<file path="config.mk">
export PLATFORM = sky130hd
export DESIGN_NAME = pipe_stage_buf_flat
export DESIGN_NICKNAME = d
export VERILOG_FILES = /design/src/rtl/pipe_stage_buf_pkg.sv /design/src/rtl/pipe_stage_buf_if.sv /design/src/rtl/pipe_stage_buf_slot.sv /design/src/rtl/pipe_stage_buf.sv /design/src/flat_wrapper.sv
export SDC_FILE = /design/constraint.sdc
export NUM_CORES = 1
export LEC_CHECK = 0
export ABC_AREA = 1
export BUFFER_PORTS_ARGS = -buffer_cell sky130_fd_sc_hd__buf_2
export CORE_UTILIZATION = 45
export CTS_CLUSTER_DIAMETER = 80
export CTS_CLUSTER_SIZE = 25
export DETAILED_ROUTE_END_ITERATION = 10
export PLACE_DENSITY_LB_ADDON = 0.12
export SLEW_MARGIN = 20
export SYNTH_ARGS = -nofsm -noshare
export SYNTH_HDL_FRONTEND = slang
export SYNTH_SLANG_ARGS = --single-unit
</file>
<file path="constraint.sdc">
create_clock -name CLK -period 1.4 [get_ports CLK]
set_clock_uncertainty 0.05 [all_clocks]
set_input_delay 0.21 -clock CLK [delete_from_list [all_inputs] [get_ports CLK]]
set_output_delay 0.21 -clock CLK [all_outputs]
set_load 0.01 [all_outputs]
</file>
<file path="src/rtl/pipe_stage_buf_pkg.sv">
// Shared types and constants for the elastic pipeline-stage buffer.
// The memop bit positions also tell a slot which bits a dcache hit may clear.
package pipe_stage_buf_pkg;

   typedef logic [1:0] pipe_occ_t;

   localparam int unsigned MEMOP_DWEN = 1;
   localparam int unsigned MEMOP_DREN = 0;

   function automatic pipe_occ_t occ_of(input logic head_v, input logic skid_v);
      return pipe_occ_t'({1'b0, head_v}) + pipe_occ_t'({1'b0, skid_v});
   endfunction

endpackage

</file>
<file path="src/rtl/pipe_stage_buf_if.sv">
// Valid/ready bundle between two pipeline stages.
// The producer side uses master and the consumer side uses slave.
interface pipe_stage_buf_if #(
   parameter int DATA_W  = 128,
   parameter int CTRL_W  = 16,
   parameter int MEMOP_W = 2
);
   logic               valid;
   logic               ready;
   logic [DATA_W-1:0]  data;
   logic [CTRL_W-1:0]  ctrl;
   logic [MEMOP_W-1:0] memop;

   modport master (output valid, data, ctrl, memop, input ready);
   modport slave  (input valid, data, ctrl, memop, output ready);
endinterface

</file>
<file path="src/rtl/pipe_stage_buf_slot.sv">
// One buffer entry {valid,data,ctrl,memop}.
// Priority: clear (flush) > load > drop (popped, not refilled) > memop_clr (dhit).
module pipe_slot #(
   parameter int                  DATA_W   = 128,
   parameter int                  CTRL_W   = 16,
   parameter int                  MEMOP_W  = 2,
   parameter logic [MEMOP_W-1:0]  CLR_MASK = '1
) (
   input  logic               CLK,
   input  logic               nRST,
   input  logic               load,
   input  logic               clear,
   input  logic               drop,
   input  logic               memop_clr,
   input  logic [DATA_W-1:0]  ld_data,
   input  logic [CTRL_W-1:0]  ld_ctrl,
   input  logic [MEMOP_W-1:0] ld_memop,
   output logic               valid,
   output logic [DATA_W-1:0]  data,
   output logic [CTRL_W-1:0]  ctrl,
   output logic [MEMOP_W-1:0] memop
);

   logic               valid_q, valid_d;
   logic [DATA_W-1:0]  data_q,  data_d;
   logic [CTRL_W-1:0]  ctrl_q,  ctrl_d;
   logic [MEMOP_W-1:0] memop_q, memop_d;

   // NOTE: every _d starts as its _q so no path through this block can infer a latch.
   always_comb begin
      valid_d = valid_q;
      data_d  = data_q;
      ctrl_d  = ctrl_q;
      memop_d = memop_q;
      if (clear) begin
         valid_d = 1'b0;
         data_d  = '0;
         ctrl_d  = '0;
         memop_d = '0;
      end else if (load) begin
         valid_d = 1'b1;
         data_d  = ld_data;
         ctrl_d  = ld_ctrl;
         memop_d = ld_memop;
      end else if (drop) begin
         valid_d = 1'b0;
      end else if (memop_clr && valid_q) begin
         memop_d = memop_q & ~CLR_MASK;
      end
   end

   // NOTE: state flops use non-blocking assignments so all entries update from pre-edge values.
   always_ff @(posedge CLK or negedge nRST) begin
      if (!nRST) begin
         valid_q <= 1'b0;
         data_q  <= '0;
         ctrl_q  <= '0;
         memop_q <= '0;
      end else begin
         valid_q <= valid_d;
         data_q  <= data_d;
         ctrl_q  <= ctrl_d;
         memop_q <= memop_d;
      end
   end

   assign valid = valid_q;
   assign data  = data_q;
   assign ctrl  = ctrl_q;
   assign memop = memop_q;

endmodule

</file>
<file path="src/rtl/pipe_stage_buf.sv">
// Elastic pipeline-stage register: head slot plus optional skid slot, flush,
// dhit clearing of the head memop, and a saturating back-pressure counter.
module pipe_stage_buf
   import pipe_stage_buf_pkg::*;
#(
   parameter int DATA_W  = 128,
   parameter int CTRL_W  = 16,
   parameter int MEMOP_W = 2,
   parameter bit SKID    = 1'b1,
   parameter int CNT_W   = 16
) (
   input  logic              CLK,
   input  logic              nRST,
   pipe_stage_buf_if.slave   in_if,
   pipe_stage_buf_if.master  out_if,
   input  logic              flush,
   input  logic              dhit,
   output pipe_occ_t         occ,
   output logic [CNT_W-1:0]  stall_cnt
);

   localparam logic [MEMOP_W-1:0] REQ_MASK =
      MEMOP_W'((1 << MEMOP_DWEN) | (1 << MEMOP_DREN));

   logic               in_ready, push, pop;
   logic               head_load, skid_load, skid_drop;
   logic               head_v, skid_v;
   logic [DATA_W-1:0]  head_data,  skid_data,  head_ld_data;
   logic [CTRL_W-1:0]  head_ctrl,  skid_ctrl,  head_ld_ctrl;
   logic [MEMOP_W-1:0] head_memop, skid_memop, head_ld_memop;
   logic [CNT_W-1:0]   stall_cnt_q, stall_cnt_d;

   // Head refills from skid first so FIFO order holds; otherwise straight from upstream.
   always_comb begin
      push          = in_if.valid && in_ready;
      pop           = head_v && out_if.ready;
      head_load     = (pop && skid_v) || (push && (!head_v || pop));
      skid_load     = push && head_v && !pop;
      skid_drop     = pop && skid_v;
      head_ld_data  = skid_v ? skid_data  : in_if.data;
      head_ld_ctrl  = skid_v ? skid_ctrl  : in_if.ctrl;
      head_ld_memop = skid_v ? skid_memop : in_if.memop;
   end

   pipe_slot #(.DATA_W(DATA_W), .CTRL_W(CTRL_W), .MEMOP_W(MEMOP_W), .CLR_MASK(REQ_MASK)) u_head (
      .CLK(CLK), .nRST(nRST), .load(head_load), .clear(flush), .drop(pop), .memop_clr(dhit),
      .ld_data(head_ld_data), .ld_ctrl(head_ld_ctrl), .ld_memop(head_ld_memop),
      .valid(head_v), .data(head_data), .ctrl(head_ctrl), .memop(head_memop)
   );

   generate
      if (SKID) begin : g_skid
         pipe_slot #(.DATA_W(DATA_W), .CTRL_W(CTRL_W), .MEMOP_W(MEMOP_W), .CLR_MASK(REQ_MASK)) u_skid (
            .CLK(CLK), .nRST(nRST), .load(skid_load), .clear(flush), .drop(skid_drop), .memop_clr(1'b0),
            .ld_data(in_if.data), .ld_ctrl(in_if.ctrl), .ld_memop(in_if.memop),
            .valid(skid_v), .data(skid_data), .ctrl(skid_ctrl), .memop(skid_memop)
         );
         // Registered ready: no combinational path from out_ready back upstream.
         assign in_ready = !skid_v;
      end else begin : g_noskid
         assign skid_v     = 1'b0;
         assign skid_data  = '0;
         assign skid_ctrl  = '0;
         assign skid_memop = '0;
         assign in_ready   = !head_v || out_if.ready;
      end
   endgenerate

   always_comb begin
      stall_cnt_d = stall_cnt_q;
      if (head_v && !out_if.ready && (stall_cnt_q != {CNT_W{1'b1}}))
         stall_cnt_d = stall_cnt_q + 1'b1;
   end

   always_ff @(posedge CLK or negedge nRST) begin
      if (!nRST) stall_cnt_q <= '0;
      else       stall_cnt_q <= stall_cnt_d;
   end

   assign in_if.ready  = in_ready;
   assign out_if.valid = head_v;
   assign out_if.data  = head_data;
   assign out_if.ctrl  = head_ctrl;
   assign out_if.memop = head_memop;
   assign occ          = occ_of(head_v, skid_v);
   assign stall_cnt    = stall_cnt_q;

endmodule

</file>
<file path="src/flat_wrapper.sv">
// flat-port wrapper written by rule: the top's interface ports become plain ports
module pipe_stage_buf_flat import pipe_stage_buf_pkg::*;
#(
   parameter int DATA_W  = 128,
   parameter int CTRL_W  = 16,
   parameter int MEMOP_W = 2,
   parameter bit SKID    = 1'b1,
   parameter int CNT_W   = 16
)
  (CLK, nRST, flush, dhit, occ, stall_cnt, in_if_valid, in_if_data, in_if_ctrl, in_if_memop, in_if_ready, out_if_valid, out_if_data, out_if_ctrl, out_if_memop, out_if_ready);
  pipe_stage_buf_if #(.DATA_W(DATA_W), .CTRL_W(CTRL_W), .MEMOP_W(MEMOP_W)) in_if_i ();
  pipe_stage_buf_if #(.DATA_W(DATA_W), .CTRL_W(CTRL_W), .MEMOP_W(MEMOP_W)) out_if_i ();
  input  logic CLK;
  input  logic nRST;
  input  logic flush;
  input  logic dhit;
  output pipe_occ_t occ;
  output logic [CNT_W-1:0] stall_cnt;
  input wire logic [$bits(in_if_i.valid)-1:0] in_if_valid;
  input wire logic [$bits(in_if_i.data)-1:0] in_if_data;
  input wire logic [$bits(in_if_i.ctrl)-1:0] in_if_ctrl;
  input wire logic [$bits(in_if_i.memop)-1:0] in_if_memop;
  output wire logic [$bits(in_if_i.ready)-1:0] in_if_ready;
  output wire logic [$bits(out_if_i.valid)-1:0] out_if_valid;
  output wire logic [$bits(out_if_i.data)-1:0] out_if_data;
  output wire logic [$bits(out_if_i.ctrl)-1:0] out_if_ctrl;
  output wire logic [$bits(out_if_i.memop)-1:0] out_if_memop;
  input wire logic [$bits(out_if_i.ready)-1:0] out_if_ready;
  assign in_if_i.valid = in_if_valid;
  assign in_if_i.data = in_if_data;
  assign in_if_i.ctrl = in_if_ctrl;
  assign in_if_i.memop = in_if_memop;
  assign in_if_ready = in_if_i.ready;
  assign out_if_valid = out_if_i.valid;
  assign out_if_data = out_if_i.data;
  assign out_if_ctrl = out_if_i.ctrl;
  assign out_if_memop = out_if_i.memop;
  assign out_if_i.ready = out_if_ready;
  pipe_stage_buf #(.DATA_W(DATA_W), .CTRL_W(CTRL_W), .MEMOP_W(MEMOP_W), .SKID(SKID), .CNT_W(CNT_W)) u_core (.CLK(CLK), .nRST(nRST), .in_if(in_if_i), .out_if(out_if_i), .flush(flush), .dhit(dhit), .occ(occ), .stall_cnt(stall_cnt));
endmodule
</file>
=== Word-level counts from Yosys, hierarchy flattened ===
Cells that the tools add are included.

* Input port bits: 152
* Output and inout bits: 166
* Register bits: 310
* Word-level logic and storage cells: 57

* Eq/ne operators: 2
* Multiplexer cells: 23
* Add/subtract/negate cells: 2
* Reduce and logical (&&, ||, !) cells: 21

{| class="wikitable"
|+ Operators by type and width
! operator !! number
|-
| $mux W128 || 5
|-
| $mux W16 || 5
|-
| $add A16 B1 Y16 const B || 1
|-
| $ne A16 B16 Y1 const B || 1
|-
| $mux W2 || 7
|-
| $logic_and A1 B1 Y1 || 9
|-
| $reduce_bool A3 Y1 || 3
|-
| $mux W1 || 6
|-
| $logic_not A1 Y1 || 4
|-
| $reduce_bool A2 Y1 || 2
|-
| $ne A3 B3 Y1 const B || 1
|-
| $add A1 B1 Y2 || 1
|-
| $logic_or A1 B1 Y1 || 2
|-
| $reduce_and A2 Y1 || 1
|}

=== Logic depth before layout (Yosys ltp) ===
Gate-level depths: netlist of run 1.

* Depth in word-level cells: 6
* Depth in mapped cells: 9
* Mapped depth without buffers: 8

=== By module ===
A second synthesis of run 1 with hierarchy kept.

* Cells, all modules: 1874
* Area total of the unflattened synthesis: 14218.6 sq um

{| class="wikitable"
|+ Modules (own cells, without submodules)
! module !! cells an instance !! instances !! seq. area each (sq um) !! area each (sq um)
|-
| pipe_slot || 625 || 2 || 3678.5 || 5698.0
|-
| pipe_stage_buf || 624 || 1 || 400.4 || 2822.7
|}

=== Worst setup path after synthesis of run 1 ===
Ideal clock, no wire load.

* Kind: register to register
* Start: reg u_core.stall_cnt_q[0] (netlist: u_core.stall_cnt[0])
* End: reg u_core.stall_cnt_q[13] (netlist: u_core.stall_cnt[13])
* Path buffers: 1
* Stages on the path, launching flop included: 10
* Setup time: 0.117 ns
* Data required time: 1.233 ns
* Setup slack: -0.232 ns
* Period minus slack after synthesis: 1.632 ns
* Arrival time: 1.466 ns
* Path through: dfrtp_1 ha_1 nand3_1 inv_1 nand2_1 nor2_1 nor2_2 buf_2 nand2_1 nand2_1

* Longest elaborated chain between the ends: 2
* Elaborated cells between the ends (all ways): 3
* Classes of those cells: add/sub (1); eq/ne (1); reduce/logical (1)

{| class="wikitable"
|+ RTL lines
! element !! RTL line !! source
|-
| start: declaration || pipe_stage_buf.sv:31 || <nowiki>logic [CNT_W-1:0] stall_cnt_q, stall_cnt_d;</nowiki>
|-
| start signal: assignment || pipe_stage_buf.sv:77 || <nowiki>else stall_cnt_q <= stall_cnt_d;</nowiki>
|-
| branches (longest 2 deep; another with $add A16 B1 Y16) || n/a ||
|}

Parallel ways; which one is timed is not known.
A chain may end at the register's enable or synchronous reset.

=== Worst setup path in the final report of run 1 ===
* Start: reg u_core.g_skid.u_skid.valid_q (netlist: u_core.g_skid.u_skid.valid)
* End: reg u_core.g_skid.u_skid.data_q[21] (netlist: u_core.g_skid.u_skid.data[21])

* Longest elaborated chain between the ends: 5

{| class="wikitable"
|+ RTL lines
! element !! RTL line !! source
|-
| start: declaration || pipe_stage_buf_slot.sv:24 || <nowiki>logic valid_q, valid_d;</nowiki>
|-
| start signal: assignment || pipe_stage_buf_slot.sv:60 || <nowiki>valid_q <= valid_d;</nowiki>
|-
| $logic_not A1 Y1 || pipe_stage_buf.sv:59 || <nowiki>assign in_ready = !skid_v;</nowiki>
|-
| $logic_and A1 B1 Y1 || pipe_stage_buf.sv:35 || <nowiki>push = in_if.valid && in_ready;</nowiki>
|-
| $logic_and A1 B1 Y1 (2 in a row) || pipe_stage_buf.sv:38 || <nowiki>skid_load = push && head_v && !pop;</nowiki>
|-
| $reduce_bool A2 Y1 (no source line) || n/a ||
|-
| end signal: assignment || pipe_stage_buf_slot.sv:61 || <nowiki>data_q <= data_d;</nowiki>
|-
| end: declaration || pipe_stage_buf_slot.sv:25 || <nowiki>logic [DATA_W-1:0] data_q, data_d;</nowiki>
|}

Every way passes these cells.

==> run_results.csv, run 1 <==
group,metric,value,unit
floorplan,rows,63,
routing,via_per_inst,5.234,
sta,worst_pin_slew,469.7,ps
grt,grt_overflow_total,0,
floorplan,start_util,0.4593,
yosys,syn_avg_cell_area,8.553,sq um
worst_setup_path,r2r-end,"u_core.g_skid.u_skid.data[21]",
cts,cts_buffers,16,
grt,grt_pass1_wl,63670,um
power_and_ir_drop,p_leak,9.723,nW
yosys,synth_top_area_cell,"dfrtp_1",
yosys,ys_ff_latch,310,
cts,clk_path_buf_depth,3,
grt,grt_usage,0.2535,
placement,post-dp-hpwl,24140,um
worst_setup_path,path_class,"register to register",
worst_setup_path,worstPathMaxFanout,5,
routing,antenna_left,0,
sta,rsz0062_at_grt,"true",
yosys,syn-num-nets,1750,
yosys,synth_top_family_by_area,"simple AND/OR/NAND/NOR gates",
final_layout,nets,2305,
yosys,synth_edf_count,0,
yosys,synth_compound_area_frac,0.1619,
final_layout,synthToLayoutAreaGrowth,50.35,%
yosys,synthSimpleGateAreaFrac,0.1717,
min_path,hold_end,"u_core.u_head.valid",
sta,period_needed,1792,ps
worst_setup_path,crit_path_start_kind,"register",
final_layout,final_util,0.6906,
power_and_ir_drop,power.density,970.8,nW/um^2
final_layout,final_layout_size_suffix_gt1_frac,0.2766,
floorplan,die_width,176.2,um
worst_setup_path,crit_required,1790,ps
min_path,hold_depth,4,
yosys,synthMostInstantiatedCell,"nand2_1",
outcome,status,"complete, but fails checks",
power_and_ir_drop,peakVddDrop,917.5,uV
grt,grt_pass1_vias,12330,
sta,timing.final.ws_setup,-391.6,ps
worst_setup_path,reg2reg_depth,9,
floorplan,fp.dieH,176.2,um
final_layout,final_area,20520,sq um
placement,finalWeightedCongestion,0.8160,
floorplan,core,29720,sq um
cts,clk_latency,520,ps
routing,wl_per_cell,17.21,um
routing,first_pass_iters,5,
yosys,synth_fa_ha_area_frac,0.001833,
worst_setup_path,crit_path_end_kind,"register",
sta,finalHoldWorstSlack,32.76,ps
sta,finalCritPeriodShare,1.280,
yosys,synth_seq_area_share,0.5683,
placement,dpl_cell_area,16270,sq um
min_path,hold_path_class,"input port to register",
cts,cts_root_buf,"clkbuf_16",
yosys,synth-warning-count,0,
yosys,synth_xor_xnor_area_share,0.004491,
routing,drt-initial-drc-count,1059,
min_path,min_from,"flush",
worst_setup_path,reg2reg_slack,-390,ps
yosys,synth_cells,1596,
cts,h-tree-depth,1,
flow_run,maxCapViolations,0,
power_and_ir_drop,finalPower,19.92,mW
grt,grt_max_degree,82,
sta,fmax,558.2,MHz
worst_setup_path,r2r-start,"u_core.g_skid.u_skid.valid",
grt,antenna_found_initial,0,
routing,drt-total-wl,43810,um
yosys,netlist_area,13650,sq um
placement,numPortBuffers,317,
floorplan,dieArea,31040,sq um
sta,finalHoldViolations,0,
yosys,synthMuxAreaShare,0,
yosys,synth_area_leaders,"dfrtp_1 (57%), o21ai_0 (12%), nand2_1 (10%)",
routing,vias,13330,
sta,relSlewSlack,0.6868,
floorplan,ios,318,
yosys,synthFlopType,"dfrtp_1",
cts,clk_pin_slew,110,ps
outcome,violations,"negative setup slack",
yosys,ys_async_sr_fraction,1.000,
cts,cts_sinks,310,
sta,slew_viol_final,0,
yosys,synth_top_area_share,0.5683,
cts,cts_tree,"yes",
routing,drc,0,
sta,setup_viol,315,
yosys,synth_common_cells,"nand2_1 (370), o21ai_0 (333), dfrtp_1 (310)",
yosys,synth_cell_type_count,26,
worst_setup_path,arrival,2180,ps
-- layer usage --
layer,part of all wire,track usage
met3,0.064,0.03725
met5,0,0
met1,0.43,0.3511
met2,0.49,0.4180
met4,0.021,0.06304
-- report_power, final --
group / internal [mW] / total (mW) / switching (mW)
combinational: 2.26 / 4.57 / 2.31
sequential: 9.68 / 10.1 / 0.380
clock: 2.30 / 5.30 / 3.00
-- stage by stage --
step / TNS (ps) / instances / setup WS [ps]
final: -87400 / 2546 / -391.6
after global routing: -112100 / 2545 / -463.5
after CTS: -91610 / 2489 / -382.6
after detailed placement: -32540 / 2276 / -215.5
after global placement: -25110 / 2276 / -211.6
after floorplan: -908.4 / 1596 / -70.83
-- registers in the layout, indices dropped and copies added (netlist names) --
signal / cells
u_core.g_skid.u_skid.valid: 1
u_core.g_skid.u_skid.memop: 2
u_core.g_skid.u_skid.ctrl: 16
u_core.u_head.ctrl: 16
u_core.u_head.memop: 2
u_core.stall_cnt: 16
u_core.u_head.valid: 1
u_core.g_skid.u_skid.data: 128
u_core.u_head.data: 128
-- placed cells by master, fill, tap and decap left out, types with 4 or more instances in the layout --
cell type	instances
buf_12	47
nand4_1	7
nand2_1	360
nand3_4	6
o21ai_2	12
dlygate4sd3_1	150
o21ai_0	215
inv_1	161
buf_16	13
nand3_2	21
nor2_4	9
buf_2	296
xnor2_1	4
buf_4	49
buf_8	5
nand2_2	9
buf_6	62
nor2_1	8
nand3_1	130
clkbuf_16	42
o21ai_1	207
dfrtp_1	306
-- cells by family after synthesis --
| family | count (synthesis) |
|---|---|
| buf+inv | 278 |
| fa+ha+maj | 2 |
| simple gates | 559 |
| compound gates | 440 |
| xor+xnor | 7 |
| flops | 310 |
-- final cells by class --
| class | count | area (sq um) |
|---|---|---|
| Multi-Input combinational cell | 1009 | 5057 |
| Clock buffer | 21 | 450.4 |
| Tap cell | 390 | 488.0 |
| Timing Repair Buffer | 649 | 6113 |
| Fill cell | 2233 | 9194 |
| Antenna cell | 1 | 2.502 |
| Clock inverter | 1 | 16.27 |
| Inverter | 165 | 630.6 |
| Sequential cell | 310 | 7765 |
-- worst max-delay path by stage --
stage	startpoint	end	slack, ps
2_1_floorplan	u_core.stall_cnt[1]	u_core.stall_cnt[2]	-70
3_3_place_gp	u_core.stall_cnt[0]	u_core.stall_cnt[11]	-210
3_5_place_dp	u_core.g_skid.u_skid.valid	u_core.u_head.data[70]	-220
4_1_cts	u_core.g_skid.u_skid.valid	occ[0]	-380
5_1_grt	u_core.g_skid.u_skid.valid	u_core.g_skid.u_skid.data[21]	-460
6_report	u_core.g_skid.u_skid.valid	u_core.g_skid.u_skid.data[21]	-390
-- repair_timing --
item / in CTS / in global routing
endpoints found under the setup margin: 320 / 332
setup buffers: 29 / 29
hold endpoints to repair: 597 / 0
pin swaps: 7 / 15
resized for setup: 45 / 251
hold buffers: 150 / 0
gates cloned: 13 / 28
-- worst max-delay path, cell delays in order (launching register included) --
cell and delay, ps:
dfrtp_4 520, buf_6 140, inv_4 60, nand2_4 60
o21ai_4 200, buf_8 170, buf_12 160, clkbuf_16 150
nand3_1 70, o21ai_1 110
(Power assumes the default switching activity.)
==> run 2, diff against run 1 <==
--- a/config.mk
+++ b/config.mk
@@ -12,6 +12,7 @@
 export CTS_CLUSTER_SIZE = 25
 export DETAILED_ROUTE_END_ITERATION = 10
 export PLACE_DENSITY_LB_ADDON = 0.12
+export SETUP_SLACK_MARGIN = 0.15
 export SLEW_MARGIN = 20
 export SYNTH_ARGS = -nofsm -noshare
 export SYNTH_HDL_FRONTEND = slang
==> run 2 against run 1 <==
- the flow still finishes with violations (negative setup slack)
- combinational power grew 24%
- total power grew 5.9%
- clock power grew 0.8%
- sequential power is essentially flat
- worst hold slack gained 45 ps
- fmax shrank 1.8%
- die area is the same
- core utilization grew 8.7 points
- global-route usage grew 1.7 points
- clock-buffer cell count grew 1
- largest power group unchanged
==> run_results.csv, run 2 (same netlist as run 1, synthesis figures left out) <==
group,metric,value,unit
outcome,status,"complete, but fails checks",
outcome,violations,"negative setup slack",
sta,fmax,548.3,MHz
sta,setup_viol,327,
power_and_ir_drop,power.density,913.3,nW/um^2
sta,worst_pin_slew,367.9,ps
cts,clk_latency,510,ps
floorplan,dieArea,31040,sq um
sta,rsz0062_at_grt,"true",
routing,via_per_inst,5.345,
sta,slew_viol_final,0,
final_layout,final_common_cell,"dfrtp_1",
placement,post-dp-hpwl,24830,um
placement,pre_cts_ws,-218.2,ps
final_layout,final_cell_mix,"dfrtp_1 (305), nand2_1 (281), buf_2 (276)",
worst_setup_path,critPathBufInv,6,
worst_setup_path,crit_top_cell,"buf_6",
worst_setup_path,crit_path_start_kind,"register",
worst_setup_path,path_class,"register to register",
floorplan,ios,318,
sta,period_needed,1824,ps
worst_setup_path,worstPathMaxFanout,5,
final_layout,synthToLayoutAreaGrowth,69.30,%
power_and_ir_drop,p_comb_frac,0.268,
worst_setup_path,reg2reg_slack,-420,ps
worst_setup_path,critical-path-top-delay-family,"buffers and inverters",
routing,drc,0,
grt,grt_overflow_total,0,
sta,finalHoldViolations,0,
floorplan,die_width,176.2,um
power_and_ir_drop,clockPowerShare,0.253,
flow_run,maxCapViolations,0,
placement,finalWeightedCongestion,0.8058,
final_layout,nFillCells,1887,
routing,antenna_left,0,
sta,finalHoldWorstSlack,77.35,ps
final_layout,final_util,0.7777,
cts,cts_root_buf,"clkbuf_16",
routing,drt-total-wl,49140,um
floorplan,fp.dieH,176.2,um
routing,highest_layer,"met4",
worst_setup_path,path_cells,"buf_6 > inv_6 > nand2_8 > o21ai_4 > buf_6 > buf_8 > buf_6 > clkbuf_16 > nand3_1 > o21ai_1",
grt,grt_pass1_vias,12820,
grt,grt_pass1_wl,67120,um
power_and_ir_drop,swShare,0.2982,
cts,cts_sinks,310,
grt,grt_max_degree,58,
placement,numPortBuffers,317,
final_layout,stdcell_count,2651,
routing,vias,14170,
grt,grt_usage,0.2701,
final_layout,nets,2407,
routing,first_pass_iters,5,
routing,wl_met1,19610,um
cts,cts_buffers,16,
power_and_ir_drop,switchingPower,6.294,mW
final_layout,final_layout_size_suffix_gt1_frac,0.4462,
worst_setup_path,max_stage_delay,510,ps
worst_setup_path,crit_required,1790,ps
grt,antenna_found_initial,2,
floorplan,rows,63,
power_and_ir_drop,p_int,14.81,mW
min_path,hold_path_class,"input port to async pin",
sta,relSlewSlack,0.7547,
cts,h-tree-depth,1,
worst_setup_path,crit_path_end_kind,"register",
routing,wl_per_cell,18.54,um
sta,timing.final.ws_setup,-423.8,ps
floorplan,core,29720,sq um
power_and_ir_drop,p_leak,11.28,nW
sta,finalCritPeriodShare,1.303,
worst_setup_path,crit_slowest_cell,"dfrtp_4",
routing,drt-initial-drc-count,966,
worst_setup_path,arrival,2210,ps
floorplan,start_util,0.4593,
cts,cts_tree,"yes",
routing,route.met3.wl,2859,um
cts,clk_pin_slew,100,ps
power_and_ir_drop,power_frac_seq,0.479,
power_and_ir_drop,peakVddDrop,864.1,uV
cts,clk_path_buf_depth,3,
placement,place_inst,2283,
routing,wl_met2,24880,um
run 2: cell count changes in the layout (fill, tap and decap cells not counted), moves of 8 or more:
cell     previous run  this run
o21ai_2            12       137
nand3_1           130        29
nand3_2            21       115
buf_4              49       140
nand2_1           360       281
o21ai_1           207       138
o21ai_0           215       158
nand2_4             3        55
nand2_2             9        35
buf_6              62        84
buf_2             296       276
buf_16             13        26
nand3_4             6        15
buf_12             47        39
run 2: through the flow:
stage               TNS [ps]  power [mW]  instance area [sq um]
finish                -95180       21.11                  23110
global route         -112770       21.97                  23110
CTS                   -86140       19.70                  19930
detailed placement    -32180       13.51                  16790
global placement      -24060       13.43                  16790
floorplan              -7296       11.97                  14480
run 2: path summary, 6_finish.rpt:
path	start	cells past startpoint	to
max reg2reg	u_core.g_skid.u_skid.valid	10	u_core.g_skid.u_skid.data[107]
min in group CLK	flush	5	u_core.u_head.data[105]
min	nRST	2	u_core.g_skid.u_skid.data[50]
max	u_core.g_skid.u_skid.valid	10	u_core.g_skid.u_skid.data[107]
max in group asynchronous	nRST	3	u_core.u_head.data[12]
min reg2reg	u_core.u_head.data[64]	2	u_core.u_head.data[64]
run 2: routing by layer:
metal,up-vias,GRT usage
met5,-,0
met4,0,0.09746
met3,119,0.02864
met2,566,0.4493
met1,6946,0.3661
li1,6538,-
run 2: area by class of cell:
| class | instances | area, sq um | share of cell area |
|---|---|---|---|
| Clock inverter | 2 | 12.51 | 0.0005414 |
| Clock buffer | 22 | 464.2 | 0.02009 |
| Tap cell | 390 | 488.0 | 0.02111 |
| Multi-Input combinational cell | 1010 | 6570 | 0.2843 |
| Timing Repair Buffer | 750 | 7169 | 0.3102 |
| Inverter | 165 | 635.6 | 0.02750 |
| Sequential cell | 310 | 7766 | 0.3360 |
| Antenna cell | 2 | 5.005 | 0.0002166 |
run 2: power groups by stage:
stage               logic (mW)  registers, mW  clock network [mW]
finish                    5.66           10.1                5.34
global route              6.06           10.2                5.75
CTS                       4.26           10.0                5.40
detailed placement        3.31           10.2                   0
global placement          3.25           10.2                   0
floorplan                 1.64           10.3                   0
run 2: repair_timing:
item	CTS	global route
pin swaps	9	54
resized for setup	100	452
cloned	22	28
hold buffers	150	0
endpoints found under the hold margin	594	0
setup buffers	26	116
endpoints found under the setup margin	474	476
run 2: worst reg2reg max path, delay by kind of cell (launching register included):
kind	cells	cell delay (ps)
flip-flops	1	510
AND/OR/NAND/NOR	2	140
buffers and inverters	6	770
AO/OA/AOI/OAI	2	290
